`config.mk`:
```
export PLATFORM = sky130hd
export DESIGN_NAME = fcmp_vec
export DESIGN_NICKNAME = d
export VERILOG_FILES = /design/src/rtl/fcmp_vec.sv
export SDC_FILE = /design/constraint.sdc
export NUM_CORES = 1
export LEC_CHECK = 0
export ABC_AREA = 0
export BUFFER_PORTS_ARGS = -buffer_cell sky130_fd_sc_hd__clkbuf_2
export CORE_MARGIN = 2
export CORE_UTILIZATION = 52
export CTS_BUF_LIST = sky130_fd_sc_hd__clkbuf_4 sky130_fd_sc_hd__clkbuf_8 sky130_fd_sc_hd__clkbuf_16
export DETAILED_ROUTE_END_ITERATION = 6
export PLACE_DENSITY = 0.89
export SKIP_CTS_REPAIR_TIMING = 1
export SLEW_MARGIN = 25
export SYNTH_ARGS = -nofsm -noshare
export SYNTH_HDL_FRONTEND = slang
export SYNTH_SLANG_ARGS = --single-unit
```
`constraint.sdc`:
```
create_clock -name clk -period 8.58 [get_ports clk]
set_input_delay 1.287 -clock clk [delete_from_list [all_inputs] [get_ports clk]]
set_output_delay 1.287 -clock clk [all_outputs]
set_load 0.03 [all_outputs]
```
`src/rtl/fcmp_vec.sv`:
```
// Pipelined vector FP compare: LANES x 64-bit lanes (one double or two singles each),
// per-element predicate mask, element-0 flags, sticky invalid. Optional FCMP_VEC_FIRST_EN adds first_idx/first_has.
module fcmp_vec #(
    parameter int LANES  = 2,
    parameter int STAGES = 2
) (
    input  logic                   clk,
    input  logic                   rst,
    input  logic                   in_valid,
    output logic                   in_ready,
    input  logic [64*LANES-1:0]    A,
    input  logic [64*LANES-1:0]    B,
    input  logic                   isDbl,
    input  logic                   ord,
    input  logic [2:0]             cmod,
    output logic                   out_valid,
    input  logic                   out_ready,
    output logic [2*LANES-1:0]     mask,
    output logic [5:0]             flags,
    output logic                   inv,
    output logic                   inv_sticky,
    input  logic                   clr_inv
`ifdef FCMP_VEC_FIRST_EN
    ,
    output logic [((2*LANES > 2) ? $clog2(2*LANES) : 1)-1:0] first_idx,
    output logic                   first_has
`endif
);

    localparam int NE = 2 * LANES;
`ifdef FCMP_VEC_FIRST_EN
    localparam int FW = (NE > 2) ? $clog2(NE) : 1;
`endif

    typedef struct packed {
        logic un;
        logic eq;
        logic lt;
        logic snan;
    } elem_t;

    typedef struct packed {
        logic [NE-1:0] mask;
        logic [5:0]    flags;
        logic          inv;
`ifdef FCMP_VEC_FIRST_EN
        logic [FW-1:0] first_idx;
        logic          first_has;
`endif
    } res_t;

    // Singles arrive zero-extended in the low 32 bits; dbl selects which field layout applies.
    function automatic elem_t cmp_elem(input logic [63:0] a, input logic [63:0] b, input logic dbl);
        logic        a_sgn, b_sgn, a_nan, b_nan, a_q, b_q, mag_lt;
        logic [62:0] a_mag, b_mag;
        elem_t       r;
        a_sgn  = dbl ? a[63] : a[31];
        b_sgn  = dbl ? b[63] : b[31];
        a_mag  = dbl ? a[62:0] : {32'b0, a[30:0]};
        b_mag  = dbl ? b[62:0] : {32'b0, b[30:0]};
        a_nan  = (dbl ? &a[62:52] : &a[30:23]) & (dbl ? |a[51:0] : |a[22:0]);
        b_nan  = (dbl ? &b[62:52] : &b[30:23]) & (dbl ? |b[51:0] : |b[22:0]);
        a_q    = dbl ? a[51] : a[22];
        b_q    = dbl ? b[51] : b[22];
        r.un   = a_nan | b_nan;
        r.snan = (a_nan & ~a_q) | (b_nan & ~b_q);
        r.eq   = ~r.un & (((a_mag == '0) & (b_mag == '0)) | ((a_sgn == b_sgn) & (a_mag == b_mag)));
        if (a_sgn != b_sgn) mag_lt = a_sgn;
        else                mag_lt = a_sgn ? (a_mag > b_mag) : (a_mag < b_mag);
        r.lt   = ~r.un & ~r.eq & mag_lt;
        return r;
    endfunction

    function automatic logic pred(input logic [2:0] c, input elem_t r);
        logic ge, p;
        ge = ~r.un & ~r.lt;
        case (c)
            3'd0:    p = ge;
            3'd1:    p = ~ge;
            3'd2:    p = r.un;
            3'd3:    p = ~r.un;
            3'd4:    p = r.eq;
            3'd5:    p = ~r.eq;
            3'd6:    p = r.lt;
            3'd7:    p = r.lt | r.eq;
            default: p = 1'b0;
        endcase
        return p;
    endfunction

    elem_t            elem_res [NE];
    res_t             res_new;
    logic [STAGES-1:0] vld_q, vld_d;
    res_t             pipe_q [STAGES];
    res_t             pipe_d [STAGES];
    logic             inv_sticky_q, inv_sticky_d;
    logic             stall;

    // NOTE: every variable in a combinational block gets a default first, so no latch can be inferred.
    always_comb begin
        res_new = '0;
        for (int l = 0; l < LANES; l++) begin
            if (isDbl) begin
                elem_res[2*l]   = cmp_elem(A[64*l +: 64], B[64*l +: 64], 1'b1);
                elem_res[2*l+1] = elem_res[2*l];
            end else begin
                elem_res[2*l]   = cmp_elem({32'b0, A[64*l +: 32]}, {32'b0, B[64*l +: 32]}, 1'b0);
                elem_res[2*l+1] = cmp_elem({32'b0, A[64*l+32 +: 32]}, {32'b0, B[64*l+32 +: 32]}, 1'b0);
            end
        end
        for (int e = 0; e < NE; e++) begin
            res_new.mask[e] = pred(cmod, elem_res[e]);
            res_new.inv     = res_new.inv | (ord ? elem_res[e].un : elem_res[e].snan);
        end
        res_new.flags = {~elem_res[0].un & ~elem_res[0].lt, elem_res[0].un, 1'b0,
                         elem_res[0].lt, elem_res[0].eq, elem_res[0].un};
`ifdef FCMP_VEC_FIRST_EN
        res_new.first_has = |res_new.mask;
        for (int e = NE - 1; e >= 0; e--) begin
            if (res_new.mask[e]) res_new.first_idx = FW'(e);
        end
`endif
    end

    assign stall    = vld_q[STAGES-1] & ~out_ready;
    assign in_ready = ~stall;

    // The whole pipe moves together; bubbles advance like ops so latency is fixed.
    always_comb begin
        vld_d  = vld_q;
        pipe_d = pipe_q;
        if (!stall) begin
            vld_d[0]  = in_valid;
            pipe_d[0] = res_new;
            for (int s = 1; s < STAGES; s++) begin
                vld_d[s]  = vld_q[s-1];
                pipe_d[s] = pipe_q[s-1];
            end
        end
        inv_sticky_d = inv_sticky_q;
        if (clr_inv)
            inv_sticky_d = 1'b0;
        else if (vld_q[STAGES-1] & out_ready & pipe_q[STAGES-1].inv)
            inv_sticky_d = 1'b1;
    end

    // NOTE: payload registers are reset too because the outputs come straight from the last stage.
    always_ff @(posedge clk) begin
        if (rst) begin
            vld_q        <= '0;
            inv_sticky_q <= 1'b0;
            for (int s = 0; s < STAGES; s++) pipe_q[s] <= '0;
        end else begin
            vld_q        <= vld_d;
            inv_sticky_q <= inv_sticky_d;
            pipe_q       <= pipe_d;
        end
    end

    assign out_valid  = vld_q[STAGES-1];
    assign mask       = pipe_q[STAGES-1].mask;
    assign flags      = pipe_q[STAGES-1].flags;
    assign inv        = pipe_q[STAGES-1].inv;
    assign inv_sticky = inv_sticky_q;
`ifdef FCMP_VEC_FIRST_EN
    assign first_idx  = pipe_q[STAGES-1].first_idx;
    assign first_has  = pipe_q[STAGES-1].first_has;
`endif

endmodule
```
---- Word level (Yosys, flattened, before mapping) ----
Index checks and enable logic that the tools add are counted.
cells by class
  bitwise gates (word level) .............. 128
  multiplexer cells ....................... 28
  eq/ne operators ......................... 21
  reduce and logical (&&, ||, !) cells .... 38
  $lt $le $gt $ge ......................... 12
operator list
  operator            number
  $logic_not 63->1    4
  $logic_not 31->1    8
  $reduce_or 52->1    4
  $reduce_or 23->1    8
  $eq 63x63->1        2
  $gt 63x63->1        2
  $lt 63x63->1        2
  $eq 31x31->1        4
  $gt 31x31->1        4
  $lt 31x31->1        4
  $reduce_and 8->1    8
  $and 1x1->1         61
  $reduce_and 11->1   4
  $not 1->1           42
  $pmux 1 s8          4
  $or 1x1->1          25
  $mux 1              22
  $mux 8              2
  $eq 3x3->1 const B  4
  $eq 3x2->1 const B  2
  $eq 1x1->1          4
  $ne 1x1->1          4
  $eq 3x1->1 const B  1
  $logic_not 3->1     1
  $reduce_or 2->1     1
storage, ports and cells
  bits in registers ....................... 23
  bits of input ports ..................... 266
  output and inout bits ................... 14
  word-level logic and storage cells ...... 235

---- Depth between registers and ports, before layout ----
Gate-level depths: netlist of run 1.
  word-level depth ........................ 13
  mapped depth ............................ 12
  mapped depth without buffers ............ 11

---- Worst setup path after synthesis of run 1 ----
Ideal clock, no wire load.
  kind .................................... in2reg
  start ................................... input B[125]
  end ..................................... register pipe_q[20] (netlist bit)
  path buffers ............................ 0
  arrival time ............................ 3,798 ps
  required time ........................... 8,494 ps
  slack ................................... 4,696 ps
  cell stages on the path ................. 11
  cell sequence ........................... inv_1 > ha_1 > nand4_1 > or3_4 > or2_4 > or4_4 > a211oi_4 > o21ai_1 > a32o_1 > o2111a_1 > a221oi_2
on the way
  word-level cells in the longest chain between the ends .. 13
RTL lines
  what                                                  line  text
  start: declaration                                    12    input logic [64*LANES-1:0] B,
  branches (longest 8 deep; another with $lt 63x63->1)  -
  $mux 8 *                                              103   if (isDbl) begin
  $not 1->1                                             76    ge = ~r.un & ~r.lt;
  $and 1x1->1                                           76
  $not 1->1                                             79    3'd1: p = ~ge;
  $pmux 1 s8 *                                          77    case (c)
  end signal: assignment                                156   pipe_q <= pipe_d;
  end: declaration                                      94    res_t pipe_q [STAGES];
Every way passes the cells marked *. The select of a mux whose other input is x is not followed.
A chain may end at the register's enable or synchronous reset.

---- Worst setup path in the final report of run 1 ----
  start ................................... input B[28]
  end ..................................... register pipe_q[18] (netlist bit)
on the way
  word-level cells in the longest chain between the ends .. 13
RTL lines
  what                                                  line
  branches (longest 8 deep; another with $lt 63x63->1)  -
  $mux 8 *                                              103
  $not 1->1                                             76
  $and 1x1->1                                           76
  $not 1->1                                             79
  $pmux 1 s8 *                                          77
Marked as above.

==> results.ini, run 1 <==
[run_status]
outcome = finished with violations
violations = design-rule violations

[sta]
worstMarginPinSlew_ns = 0.726
finalSetupTns_ns = 0
hold_viol = 0
whs_ns = 0.452
fin_crit_sh_pct = 47.5
slew_headroom_pct = 51.1
drv_slew = 0
post-route-min-period_ns = 4.07
skew_ns = 0.00114
final-setup-viol-count = 0
fmax_mhz = 245
rsz0062_at_grt = false

[floorplan]
rows = 38
die_w_um = 109
die_h_um = 109
ios = 280
core_region_area_mm2 = 0.0108
dieArea_mm2 = 0.0120
start_util_pct = 53.4

[layout]
syn2layout_area_growth_pct = 25.9
register_area_um2 = 420
diodes = 0
fin_cells = 1251
multi_input_area_mm2 = 0.00471
nets = 1506
final_area_mm2 = 0.00728
drive_above_1_share_pct = 26.6
nFillCells = 988

[global_routing]
busiest_layer = met2
grt_pass1_vias = 7175
overflow = 0
met3_usage_pct = 5.10
grt_pass1_wl_um = 30400
grt_use_met1_pct = 33.1
grt_max_degree = 22
antenna_found_initial = 0
gr-usage-met2_pct = 59.9
grt_usage_pct = 31.1

[clock_network]
cts_tree = yes
ctsHtreeMaxLevel = 1
cts_buffers = 3
clk_pin_slew_ns = 0.08
clk_latency_ns = 0.26
cts.sinks = 21
clock_path_buffers = 2
cts_root_buf = clkbuf_8

[synth]
synth-edff-count = 0
ys_types = 60
synth_nets = 1244
yosysTopAreaCell = ha_1
synth_xor_xnor_area_share_pct = 1.21
synth_top_family_by_area = simple AND/OR/NAND/NOR gates
ys_seq_area_share_pct = 7.27
ys.flop_type = dfxtp_1
syn_inst = 850
synth_warnings = 0
async_flop_share_pct = 0
syn_area_per_cell_um2 = 6.81
synth_simple_gate_area_share_pct = 30.8
yosysTopAreaCellShare_pct = 27.7
yosys-top-cells-count = 141 x inv_1, 128 x ha_1, 73 x nand2_1
syn_area_mm2 = 0.00579
ys_ff_latch = 21
synth-compound-area-share_pct = 20.9
yosysMostFrequentCell = inv_1
synth_fa_ha_area_share_pct = 27.7
synth_top_cells_by_area = ha_1 28%, inv_1 9.1%, nor4_1 7.4%
synthMuxAreaShare_pct = 0.865

[setup_path]
path_class = input port to register
cp-start-kind = input port
cp.arrival_ns = 4.25
path_max_fanout = 4
regToRegStartpoint = vld_q[1]
required_ns = 8.75
startpoint = B[28]
endpoint_kind = register

[power_and_ir_drop]
p_comb_share_pct = 62.7
p_clk_share_pct = 14.1
p_sw_share_pct = 42.8
p_leak_nw = 4.00
internal_power_uw = 265
p_per_area_mw_per_mm2 = 63.7
p_switching_uw = 198
seqPwrFrac_pct = 23.3
irDropWorstVdd_uv = 47.4

[drt]
routed_wl_um = 19400
via_per_inst = 5.98
drc = 2
vias = 7482
drtIter0Drc = 376
final_antenna_net_count = 0
firstDrtPassIters = 7
wl_per_cell_um = 15.5

[place]
dp.cells = 1247
post_dp_cell_area_mm2 = 0.00724
hpwl_um = 17500
gp_congestion = 1.01
port_buffers = 278

[hold_path]
hold_class = register to register
min-delay-start = flags[1]

[run]
drv_cap = 0

==> registers in the layout, summed over array words and instances (netlist names) <==
name and flops:
inv_sticky 1, vld_q 2, flags 4, pipe_q 9, inv 1, mask 4
==> metal layers <==
metal / wire, um / up-vias
met5: 0 / -
met3: 1530 / 66
li1: - / 3679
met4: 771 / 0
met2: 9580 / 364
met1: 7550 / 3373
==> metrics by stage <==
| stage | util [%] | total power, mW | worst slack (ns) |
|---|---|---|---|
| finish | 67.2 | 0.464 | 4.51 |
| global route | 67.2 | 0.504 | 4.21 |
| CTS | 67.2 | 0.461 | 4.52 |
| detailed placement | 66.8 | 0.396 | 4.27 |
| global placement | 66.8 | 0.389 | 4.37 |
| floorplan | - | 0.270 | 4.70 |
==> area by class of cell <==
class	instances	area share, %
Clock buffer	3	0.567
Inverter	141	7.27
Sequential cell	21	5.77
Multi-Input combinational cell	666	64.7
Clock inverter	1	0.0687
Timing Repair Buffer	279	19.2
Tap cell	140	2.40
==> path summary, 6_finish.rpt <==
kind | end | slack [ns] | cells past startpoint
max reg2reg | pipe_q[20] | 6.66 | 7
min | flags[1] | 0.45 | 2
max | pipe_q[18] | 4.51 | 12
min reg2reg | flags[1] | 0.45 | 2
==> power by group through the flow <==
| stage | Combinational (mW) | Clock [mW] | Sequential [mW] |
|---|---|---|---|
| floorplan | 0.160 | 0 | 0.110 |
| global placement | 0.279 | 0 | 0.110 |
| detailed placement | 0.286 | 0 | 0.110 |
| CTS | 0.288 | 0.0651 | 0.108 |
| global route | 0.327 | 0.0694 | 0.109 |
| finish | 0.291 | 0.0653 | 0.108 |
==> cells in the final DEF (no fill, tap or decap), types with 2 or more instances in the layout <==
cell / n
xor2_1: 5
or2_2: 3
o21a_1: 3
o2111ai_1: 2
nor4_1: 68
o21ai_0: 26
a21o_1: 24
nand3_1: 27
nand2b_1: 5
clkbuf_8: 3
o211ai_1: 9
or3_1: 4
a221oi_1: 5
o311ai_0: 2
and3_1: 5
inv_1: 141
a32o_1: 2
o211a_1: 2
nor2b_1: 4
xnor2_1: 3
nand2_1: 73
nand3b_1: 3
ha_1: 128
nor3_1: 33
clkbuf_2: 278
a32oi_1: 2
dfxtp_1: 21
a211oi_1: 11
o221ai_1: 3
and4_1: 5
a31oi_1: 3
o22ai_1: 2
a2111oi_0: 2
nand4_1: 55
o31ai_1: 5
a21oi_1: 72
nor2_1: 45
mux2i_1: 5
==> cells by family (layout without fill, tap and decap cells) <==
kind of cell | count (synthesis) | after routing
compound gates | 186 | 186
fa+ha+maj | 128 | 128
mux | 5 | 5
flops | 21 | 21
buf+inv | 163 | 424
other cells | 1 | 1
simple gates | 338 | 338
xor+xnor | 8 | 8
==> worst max-delay path, cell delays in order <==
cell and delay [ns]:
clkbuf_2 0.11, inv_1 0.04, ha_1 0.29, nand4_1 0.14, nor4_1 0.59, inv_1 0.08, o311ai_0 0.64, o31ai_1 0.12
a2111oi_0 0.39, a21oi_1 0.16, a21boi_0 0.16, o31ai_1 0.23
Note: power is estimated with default switching activity, not from simulation.
==> inputs of run 2 (changes only) <==
Settings changed: CORE_UTILIZATION 52 to 44, PLACE_DENSITY 0.89 to 0.8.
Clock period 8.58 ns to 3.46 ns, I/O delays scaled along.
==> run 2 against run 1 <==
Net effect: the run now ends clean; final cell count grew 3.4%; routed wire length grew 0.86%; utilization shrank 8.8 points; worst hold slack lost 0.030 ns; flip-flop and latch count is the same; non-clock buffer count grew 10; via count shrank 2.7%; design area grew 2.0%; sequential power grew 150%; clock skew grew 0.0023 ns; setup slack lost 4.2 ns; count of clock-buffer cells in the layout is the same; critical path type unchanged; critical endpoint is now pipe_q[20]; largest cell class unchanged; highest routed layer unchanged.
==> results.ini, run 2 (same netlist as run 1, synthesis figures left out) <==
[run_status]
outcome = completed

[sta]
worstMarginPinSlew_ns = 0.648  ; -0.0779 ns
hold_viol = 0  ; unchanged
rsz0062_at_grt = false
fin_crit_sh_pct = 91.0
finalSetupTns_ns = 0  ; unchanged
drv_slew = 0  ; unchanged
post-route-min-period_ns = 3.15
skew_ns = 0.00341  ; +0.00226 ns
final-setup-viol-count = 0  ; unchanged
fmax_mhz = 317
slew_headroom_pct = 56.3  ; +5.2 points

[drt]
routed_wl_um = 19600  ; +0.86%
drtIter0Drc = 329  ; -13%
final_antenna_net_count = 0  ; unchanged
wl_per_cell_um = 15.2  ; -2.4%
drc = 0  ; -2
vias = 7279  ; -2.7%
via_per_inst = 5.63  ; -5.9%
firstDrtPassIters = 5  ; -2

[global_routing]
grt_pass1_vias = 7194  ; +0.26%
grt_usage_pct = 27.2  ; -4.0 points
overflow = 0  ; unchanged
antenna_found_initial = 0  ; unchanged
grt_pass1_wl_um = 32400  ; +6.3%
grt_max_degree = 22  ; unchanged

[floorplan]
ios = 280  ; unchanged
dieArea_mm2 = 0.0141  ; +17%
die_h_um = 119  ; +8.4%
rows = 41  ; +7.9%
core_region_area_mm2 = 0.0127  ; +17%
die_w_um = 119  ; +8.4%
start_util_pct = 45.5  ; -7.9 points

[layout]
syn2layout_area_growth_pct = 28.5
layout_common_cells = 278 x clkbuf_2, 141 x inv_1, 128 x ha_1, 73 x nand2_1, 72 x a21oi_1
final_area_mm2 = 0.00743  ; +2.0%
layout_commonest_cell = clkbuf_2
drive_above_1_share_pct = 27.2  ; +0.66 points
largest-register = pipe_q
largest_register_ffs = 9  ; unchanged
nets = 1516  ; +0.66%
diodes = 0  ; unchanged

[place]
port_buffers = 278  ; unchanged
post_dp_cell_area_mm2 = 0.00735  ; +1.6%
hpwl_um = 17800  ; +1.9%
gp_congestion = 0.968  ; -4.0%

[clock_network]
ctsHtreeMaxLevel = 1  ; unchanged
clock_path_buffers = 2  ; unchanged
clk_latency_ns = 0.26  ; about the same
cts_root_buf = clkbuf_16
cts.sinks = 21  ; unchanged
cts_buffers = 3  ; unchanged
cts_tree = yes
clk_pin_slew_ns = 0.06  ; -0.02 ns

[setup_path]
cp.arrival_ns = 3.32  ; -0.93 ns
reg2reg_slack_ns = 1.53  ; -5.13 ns
endpoint_kind = register
path_class = input port to register
path_max_fanout = 5  ; +1
required_ns = 3.63  ; -5.12 ns
cp-start-kind = input port

[run]
drv_cap = 0  ; unchanged

[power_and_ir_drop]
p_leak_nw = 4.07  ; +1.6%
p_per_area_mw_per_mm2 = 165  ; +160%
irDropWorstVdd_uv = 140  ; +190%

[hold_path]
hold_class = input port to register

[run 2: cell type report]
type	count	area, um^2
fillers	1344	5290
well taps	172	215
clock buffers	3	75.1
multi-input cells	666	4710
repair buffers	289	1470
flip-flops and latches	21	420
inverters	141	529
clock inverters	1	5.00
[run 2: per-layer routing]
metal	GRT usage, %	wire (um)
met5	0	0
met4	10.0	719
met3	4.10	1400
met2	49.4	9420
met1	31.9	8050
[run 2: path summary, 6_finish.rpt]
check,start,end,cells past startpoint
setup / recovery,B[125],pipe_q[20],12
hold / removal,clr_inv,inv_sticky,2
setup reg to reg,vld_q[1],pipe_q[20],7
hold reg to reg,mask[2],mask[2],2
[run 2: worst max-delay path, cell delays in order]
cell and delay, ns:
clkbuf_2 0.11, inv_1 0.05, ha_1 0.28, nand4_1 0.13
or3_4 0.44, or2_4 0.28, or4_4 0.54, a211oi_4 0.29
o21ai_1 0.10, a32o_1 0.27, o2111a_1 0.14, a221oi_2 0.18
[run 2: where the power goes]
| part | internal [mW] | switching, mW |
|---|---|---|
| sequential | 0.258 | 0.00865 |
| combinational | 0.321 | 0.393 |
| clock | 0.155 | 0.0877 |
| total | 0.735 | 0.490 |
[run 2: stage by stage]
| stage | worst slack, ns | utilization [%] | hold slack [ns] | cells | total power [mW] |
|---|---|---|---|---|---|
| 2_1_floorplan | 0.344 | - | 0.425 | 850 | 0.670 |
| 3_3_place_gp | 0.0459 | 57.8 | 0.442 | 1289 | 0.966 |
| 3_5_place_dp | 0.0309 | 57.8 | 0.445 | 1289 | 0.981 |
| 4_1_cts | 0.289 | 58.4 | 0.420 | 1293 | 1.23 |
| 5_1_grt | 0.112 | 58.4 | 0.430 | 1293 | 1.34 |
| 6_report | 0.310 | 58.4 | 0.422 | 1293 | 1.22 |
==> inputs of run 3 (changes only) <==
Settings changed: RECOVER_POWER set to 50.
==> run 3 against run 2 <==
Net effect: utilization is 0.16 points lower; total power is 0.13% lower; largest cell class unchanged; die area stayed put; via count is 0.32% higher.
==> results.ini, run 3 (same netlist as run 1, synthesis figures left out) <==
[run_status]
outcome = completed

[hold_path]
holdPathEnd = inv_sticky
min-delay-start = clr_inv
hold_class = input port to register
holdPathStages = 2  ; unchanged

[drt]
routed_wl_um = 19600  ; +0.13%
drc = 0  ; unchanged
vias = 7302  ; +0.32%
drtIter0Drc = 346  ; +5.2%
firstDrtPassIters = 4  ; -1
via_per_inst = 5.65  ; +0.32%
wl_per_cell_um = 15.2  ; +0.13%
final_antenna_net_count = 0  ; unchanged

[floorplan]
dieArea_mm2 = 0.0141  ; unchanged
die_w_um = 119  ; unchanged
rows = 41  ; unchanged
core_region_area_mm2 = 0.0127  ; unchanged
ios = 280  ; unchanged
die_h_um = 119  ; unchanged
start_util_pct = 45.5  ; unchanged

[layout]
largest_register_ffs = 9  ; unchanged
nets = 1516  ; unchanged
syn2layout_area_growth_pct = 28.1
final_area_mm2 = 0.00741  ; -0.27%
largest-register = pipe_q
layout_common_cells = 265 x clkbuf_2, 141 x inv_1, 128 x ha_1, 73 x nand2_1, 72 x a21oi_1
diodes = 0  ; unchanged
fin_util_pct = 58.3  ; -0.16 points
drive_above_1_share_pct = 26.0  ; -1.2 points
layout_commonest_cell = clkbuf_2

[clock_network]
cts_tree = yes
ctsHtreeMaxLevel = 1  ; unchanged
cts_root_buf = clkbuf_16
clk_latency_ns = 0.26  ; about the same
cts.sinks = 21  ; unchanged
clock_path_buffers = 2  ; unchanged
clk_pin_slew_ns = 0.06  ; about the same
cts_buffers = 3  ; unchanged

[setup_path]
reg2reg_depth = 7  ; unchanged
crit_family = simple AND/OR/NAND/NOR gates
path_max_fanout = 5  ; unchanged
endpoint_kind = register
regToRegStartpoint = vld_q[1]
required_ns = 3.63  ; about the same
path_class = input port to register
reg2reg_slack_ns = 0.87  ; -0.66 ns
crit_buf_inv = 2  ; unchanged
worstReg2RegEnd = pipe_q[20]
cp-start-kind = input port
worst_path_max_delay_cell = or4_4
crit_chain = clkbuf_2, inv_1, ha_1, nand4_1, or3_4, or2_4, or4_4, a211oi_4, o21ai_1, a32o_1, o2111a_1, a221oi_2
slowest_delay_ns = 0.54  ; about the same
cp.arrival_ns = 3.32  ; about the same

[sta]
finalSetupTns_ns = 0  ; unchanged
skew_ns = 0.00294  ; -0.000467 ns
post-route-min-period_ns = 3.15  ; -0.000353 ns
fmax_mhz = 318  ; about the same
drv_slew = 0  ; unchanged
hold_viol = 0  ; unchanged
rsz0062_at_grt = false
worstMarginPinSlew_ns = 0.827  ; +0.178 ns
whs_ns = 0.421  ; -0.000849 ns
slew_headroom_pct = 44.9  ; -11 points
final-setup-viol-count = 0  ; unchanged
fin_crit_sh_pct = 91.0  ; about the same

[global_routing]
grt_pass1_vias = 7194  ; unchanged
antenna_found_initial = 0  ; unchanged
grt_usage_pct = 27.2  ; unchanged
grt_max_degree = 22  ; unchanged
overflow = 0  ; unchanged
grt_pass1_wl_um = 32400  ; unchanged

[power_and_ir_drop]
p_leak_nw = 4.02  ; -1.2%
p_total_mw = 1.22  ; -0.13%
irDropWorstVdd_uv = 138  ; -1.2%
p_per_area_mw_per_mm2 = 165  ; +0.13%

[place]
post_dp_cell_area_mm2 = 0.00735  ; unchanged
hpwl_um = 17800  ; unchanged
port_buffers = 278  ; unchanged
gp_congestion = 0.968  ; unchanged

[run]
drv_cap = 0  ; unchanged

run 3: through the flow:
stage | instances | setup WS, ns
floorplan | 850 | 0.344
global placement | 1289 | 0.0459
detailed placement | 1289 | 0.0309
CTS | 1293 | 0.289
global route | 1293 | 0.112
finish | 1293 | 0.311
run 3: layout make-up:
type	count	area [um^2]
Clock inverter	1	5.00
Timing Repair Buffer	289	1450
Tap cell	172	215
Clock buffer	3	75.1
Sequential cell	21	420
Inverter	141	529
Multi-Input combinational cell	666	4710
Fill cell	1349	5310
run 3: report_power, final:
| part | internal, mW | total [mW] | leakage (nW) | switching, mW |
|---|---|---|---|---|
| Combinational | 0.319 | 0.712 | 3.81 | 0.393 |
| Sequential | 0.259 | 0.267 | 0.173 | 0.00865 |
| Clock | 0.155 | 0.244 | 0.0409 | 0.0883 |
run 3: how the worst max path moves through the flow:
stage,startpoint,to,slack (ns),depth (start not counted)
final,B[125],pipe_q[20],0.31,12
after global routing,B[4],pipe_q[18],0.11,13
after CTS,B[4],pipe_q[18],0.29,13
after detailed placement,B[124],pipe_q[20],0.03,12
after global placement,A[4],pipe_q[18],0.05,12
after floorplan,B[125],pipe_q[20],0.34,11
run 3: metal layers:
layer	track usage (%)	part of all wire (%)	up-vias	routed length [um]
li1	-	-	3701	-
met1	31.9	41	3267	8090
met2	49.4	48	278	9440
met3	4.10	7.0	56	1370
met4	10.0	3.7	0	727
met5	0	0	-	0
